## src/rtl/uart_rx_if.sv

```systemverilog
// Receiver-side signal bundle: serial line in, parallel byte and strobes out.
`timescale 1ns/1ps
interface uart_rx_if;
  logic       rx;
  logic [7:0] rx_data;
  logic       rx_valid;
  logic       rx_err;
  logic       rx_busy;

  modport master (output rx, input rx_data, rx_valid, rx_err, rx_busy);
  modport slave  (input rx, output rx_data, rx_valid, rx_err, rx_busy);
endinterface

```

## src/rtl/uart_rx.sv

```systemverilog
// 8N1 UART receiver: synchronizes rx, detects the start edge, samples each bit
// at its centre and emits a one-cycle valid or framing-error strobe.
`timescale 1ns/1ps
module uart_rx #(
  parameter int CLK_FREQ = 50_000_000,
  parameter int BAUD     = 9600
) (
  input  logic     clk,
  input  logic     rst,
  uart_rx_if.slave bus
);
  localparam int CLKS_PER_BIT = CLK_FREQ / BAUD;
  localparam int CW           = $clog2(CLKS_PER_BIT);
  localparam logic [CW-1:0] CNT_MID = CW'(CLKS_PER_BIT / 2 - 1);
  localparam logic [CW-1:0] CNT_END = CW'(CLKS_PER_BIT - 1);

  if (CLKS_PER_BIT < 8) begin : g_cfg_err
    $error("uart_rx: CLKS_PER_BIT must be >= 8");
  end

  typedef enum logic [1:0] {IDLE, START, DATA, STOP} state_e;

  state_e        state_q, state_d;
  logic [CW-1:0] cnt_q, cnt_d;
  logic [2:0]    bit_q, bit_d;
  logic [7:0]    shift_q, shift_d;
  logic [7:0]    data_q, data_d;
  logic          valid_q, valid_d;
  logic          err_q, err_d;
  logic          rx_meta_q, rx_s_q, rx_d_q;

  // Synchronizer resets high so a released reset never looks like a start edge
  // on an idle line.
  always_ff @(posedge clk or negedge rst) begin
    if (!rst) begin
      rx_meta_q <= 1'b1;
      rx_s_q    <= 1'b1;
      rx_d_q    <= 1'b1;
    end else begin
      rx_meta_q <= bus.rx;
      rx_s_q    <= rx_meta_q;
      rx_d_q    <= rx_s_q;
    end
  end

  always_ff @(posedge clk or negedge rst) begin
    if (!rst) begin
      state_q <= IDLE;
      cnt_q   <= '0;
      bit_q   <= '0;
      shift_q <= '0;
      data_q  <= '0;
      valid_q <= 1'b0;
      err_q   <= 1'b0;
    end else begin
      state_q <= state_d;
      cnt_q   <= cnt_d;
      bit_q   <= bit_d;
      shift_q <= shift_d;
      data_q  <= data_d;
      valid_q <= valid_d;
      err_q   <= err_d;
    end
  end

  always_comb begin
    state_d = state_q;
    cnt_d   = cnt_q + 1'b1;
    bit_d   = bit_q;
    shift_d = shift_q;
    data_d  = data_q;
    valid_d = 1'b0;
    err_d   = 1'b0;
    unique case (state_q)
      IDLE: begin
        cnt_d = '0;
        // Requires a fresh 1->0 transition; a line held low never retriggers.
        if (rx_d_q && !rx_s_q) state_d = START;
      end
      START: begin
        if (cnt_q == CNT_MID) begin
          cnt_d   = '0;
          bit_d   = '0;
          state_d = rx_s_q ? IDLE : DATA;
        end
      end
      DATA: begin
        if (cnt_q == CNT_END) begin
          cnt_d   = '0;
          shift_d = {rx_s_q, shift_q[7:1]};
          bit_d   = bit_q + 3'd1;
          if (bit_q == 3'd7) state_d = STOP;
        end
      end
      STOP: begin
        // Leave at mid stop bit so a back-to-back start edge is not missed.
        if (cnt_q == CNT_END) begin
          cnt_d   = '0;
          state_d = IDLE;
          if (rx_s_q) begin
            data_d  = shift_q;
            valid_d = 1'b1;
          end else begin
            err_d = 1'b1;
          end
        end
      end
      default: begin
        state_d = IDLE;
        cnt_d   = '0;
      end
    endcase
  end

  assign bus.rx_data  = data_q;
  assign bus.rx_valid = valid_q;
  assign bus.rx_err   = err_q;
  assign bus.rx_busy  = (state_q != IDLE);
endmodule

```

## src/flat_wrapper.sv

```systemverilog
// flat-port wrapper written by rule: the top's interface ports become plain ports
module uart_rx_flat 
#(
  parameter int CLK_FREQ = 50_000_000,
  parameter int BAUD     = 9600
)
  (clk, rst, bus_rx, bus_rx_data, bus_rx_valid, bus_rx_err, bus_rx_busy);
  uart_rx_if bus_i ();
  input  logic clk;
  input  logic rst;
  input wire logic [$bits(bus_i.rx)-1:0] bus_rx;
  output wire logic [$bits(bus_i.rx_data)-1:0] bus_rx_data;
  output wire logic [$bits(bus_i.rx_valid)-1:0] bus_rx_valid;
  output wire logic [$bits(bus_i.rx_err)-1:0] bus_rx_err;
  output wire logic [$bits(bus_i.rx_busy)-1:0] bus_rx_busy;
  assign bus_i.rx = bus_rx;
  assign bus_rx_data = bus_i.rx_data;
  assign bus_rx_valid = bus_i.rx_valid;
  assign bus_rx_err = bus_i.rx_err;
  assign bus_rx_busy = bus_i.rx_busy;
  uart_rx #(.CLK_FREQ(CLK_FREQ), .BAUD(BAUD)) u_core (.clk(clk), .rst(rst), .bus(bus_i));
endmodule
```

## config.mk

```make
export PLATFORM = sky130hd
export DESIGN_NAME = uart_rx_flat
export DESIGN_NICKNAME = d
export VERILOG_FILES = /design/src/rtl/uart_rx_if.sv /design/src/rtl/uart_rx.sv /design/src/flat_wrapper.sv
export SDC_FILE = /design/constraint.sdc
export NUM_CORES = 1
export LEC_CHECK = 0
export ABC_CLOCK_PERIOD_IN_PS = 4100
export CAP_MARGIN = 20
export CELL_PAD_IN_SITES_DETAIL_PLACEMENT = 1
export CELL_PAD_IN_SITES_GLOBAL_PLACEMENT = 1
export CORE_MARGIN = 1.5
export CORE_UTILIZATION = 33
export DETAILED_ROUTE_END_ITERATION = 7
export GPL_TIMING_DRIVEN = 0
export PLACE_DENSITY = 0.6
export SLEW_MARGIN = 20
export SYNTH_ARGS = -nofsm -noshare
export SYNTH_HDL_FRONTEND = slang
export SYNTH_SLANG_ARGS = --single-unit
```

## constraint.sdc

```tcl
create_clock -name clk -period 4.1 [get_ports clk]
set_input_delay 0.82 -clock clk [delete_from_list [all_inputs] [get_ports clk]]
set_output_delay 0.82 -clock clk [all_outputs]
set_load 0.1 [all_outputs]
```

==> flow_summary_export.csv <==
group,metric,value,unit
power_and_ir_drop,power_density,406,nW/um^2
drt,antenna_left,0,
cells_and_area,fillers,577,
cells_and_area,final_common_cell,"dfrtp_1",
sta,hold_viol_final,0,
yosys,syn_area,1760,sq um
cells_and_area,postLayoutCellArea,2080,sq um
clock_network,cts_resized,0,
floorplan,start_util,34.3,%
clock_network,path_clk_slew,0.08,ns
yosys,synth_fp_nets,146,
setup_path,critical_path_peak_fanout,9,
sta,setup_viol,0,
clock_network,cts_tree,"yes",
yosys,synth_cell_types,34,
cells_and_area,drive_gt1_share,22.8,%
setup_path,reg2reg_slack,2.03,ns
yosys,synth_area_leaders,"dfrtp_1 51%, mux2_2 6.4%, mux2_4 6.0%, dfstp_2 4.5%, xnor2_1 4.5%",
cells_and_area,multi_input_area,732,sq um
sta,finalCritPeriodShare,76.8,%
yosys,yosysTopAreaCellShare,51.1,%
floorplan,die_h,76.1,um
setup_path,end_kind,"output port",
drt,viasPerCell,4.89,
sta,rsz0062_at_grt,"no",
grt,met2_usage,25.0,%
clock_network,cts_buffers,5,
yosys,syn_avg_cell_area,12.6,sq um
cells_and_area,antenna-diode-count,0,
run,maxCapViolCount,0,
grt,grt_pass1_wl,6.31,mm
cells_and_area,area_growth,18.3,%
drt,num_vias,1135,
sta,finalClockSkew,0.00598,ns
drt,dr.pass1.iters,4,
clock_network,cts_root_buffer,"clkbuf_8",
grt,met1_usage,15.9,%
yosys,yosys.area.top_type,"dfrtp_1",
grt,globalRoute.busiestLayer,"met2",
grt,gr-usage-all-layers,14.0,%
floorplan,die_area,5790,sq um
cells_and_area,layout_common_cells,"36 x dfrtp_1, 17 x nor2_1, 12 x clkdlybuf4s50_1",
cells_and_area,ff_latch_area,980,sq um
grt,grt_pass1_vias,1297,
placed_design,place_congestion,0.790,
sta,layout_setup_ws,0.951,ns
floorplan,num_rows,26,
setup_path,cp.arrival,2.33,ns
grt,overflow,0,
clock_network,cts_hold_buf,0,
setup_path,worstSetupPathType,"reg -> out",
yosys,seq_area_frac_synth,55.6,%
setup_path,start_kind,"register",
clock_network,htree_levels,2,
sta,fmax,318,MHz
placed_design,port_buffers,13,
power_and_ir_drop,max-vdd-ir-drop,0.224,mV
yosys,ys.flop_type,"dfrtp_1",
cells_and_area,fin_util,40.5,%
grt,antenna_found_initial,0,
sta,period_needed,3.15,ns
placed_design,hpwl,2.60,mm
drt,drt-wirelength-per-cell,15.3,um
yosys,ys_ff_latch,39,
min_path,hp-class,"in -> async",
floorplan,ioPinCount,14,
sta,slew_violations,0,
grt,grtUsageMet3,3.95,%
setup_path,r2r-start,"u_core.cnt_q[0]",
clock_network,numClockSinks,39,
yosys,synth-async-reset-ratio,100,%
grt,grt_max_degree,33,
run_status,outcome,"finished, final reports clean",
power_and_ir_drop,p_leak,0.923,nW
cells_and_area,instances_no_fill,232,
drt,drc,0,
floorplan,fp.dieW,76.1,um
clock_network,cts_setup_buffers,0,
setup_path,reg2regPathDepth,6,
power_and_ir_drop,total_power,0.846,mW
yosys,yosysWarnings,0,
yosys,synth_edf_count,0,
drt,routed_wl,3.54,mm
sta,setup_tns,0,ns
placed_design,post-place-ws,1.23,ns
clock_network,cts_buffer_depth,2,
placed_design,placed_cells,224,
setup_path,r2r-end,"u_core.shift_q[0]",
cells_and_area,nets,167,
setup_path,cp.required,3.28,ns
sta,tightest_slew,0.976,ns
placed_design,placed_area,1990,sq um
sta,relSlewSlack,34.8,%
floorplan,coreArea,5140,sq um
sta,holdWs,0.360,ns
clock_network,clock_latency,0.29,ns
drt,first_iter_violations,41,
yosys,synthCells,140,
## sequential cells by signal, indices dropped and copies added, names as in the netlist, named ones only
register / count
u_core.bit_q: 3
u_core.bus.rx_data: 8
u_core.bus.rx_err: 1
u_core.bus.rx_valid: 1
u_core.cnt_q: 13
u_core.rx_d_q: 1
u_core.rx_meta_q: 1
u_core.rx_s_q: 1
u_core.shift_q: 8
u_core.state_q: 1
## cell type report
cell class                      count  area share (%)
Multi-Input combinational cell     91            35.1
Inverter                            6            1.08
Timing Repair Buffer               14            6.97
Buffer                              4            1.32
Sequential cell                    39            47.0
Clock buffer                        5            3.30
Tap cell                           70            4.20
Clock inverter                      3           0.961
## synth_stat cells, types with 3 or more instances
master / instances
mux2_4: 7
nor4_1: 4
nand2_1: 4
mux2_2: 10
nor3_1: 4
xnor2_1: 9
dfrtp_1: 36
ha_1: 3
and2_1: 3
nand3_1: 3
nor2_1: 17
dfstp_2: 3
inv_1: 6
nand4_1: 5
## power breakdown
| group | total (mW) | switching (mW) | internal, mW |
|---|---|---|---|
| Sequential | 0.474 | 0.0527 | 0.421 |
| Clock | 0.258 | 0.139 | 0.118 |
| Combinational | 0.115 | 0.0627 | 0.0525 |
## how the worst max path moves through the flow
stage,start,to,slack [ns],cells after the start
after floorplan,register,bus_rx_busy,1.92,3
after global placement,register,bus_rx_busy,1.28,4
after detailed placement,register,bus_rx_busy,1.23,4
after CTS,register,bus_rx_busy,0.90,4
after global routing,register,bus_rx_busy,0.84,4
final,register,bus_rx_busy,0.95,4
## critical path: stages, from the launching register on
cell	delay [ns]
dfrtp_1	0.33
clkbuf_1	0.34
inv_1	0.15
nand2_1	0.09
clkdlybuf4s50_1	1.12
## per-layer routing
metal | vias to the layer above | part of all wire (%)
met1 | 584 | 43
met4 | 0 | 1.3
met2 | 14 | 53
li1 | 533 | -
met3 | 4 | 2.9
met5 | - | 0
## kinds of logic after synthesis
family | Yosys count | share of synthesized area [%]
flops | 39 | 55.6
simple gates | 52 | 17.7
compound gates | 8 | 3.91
fa+ha+maj | 3 | 2.13
xor+xnor | 11 | 5.47
buf+inv | 10 | 2.84
mux | 17 | 12.4
(Power assumes the default switching activity.)
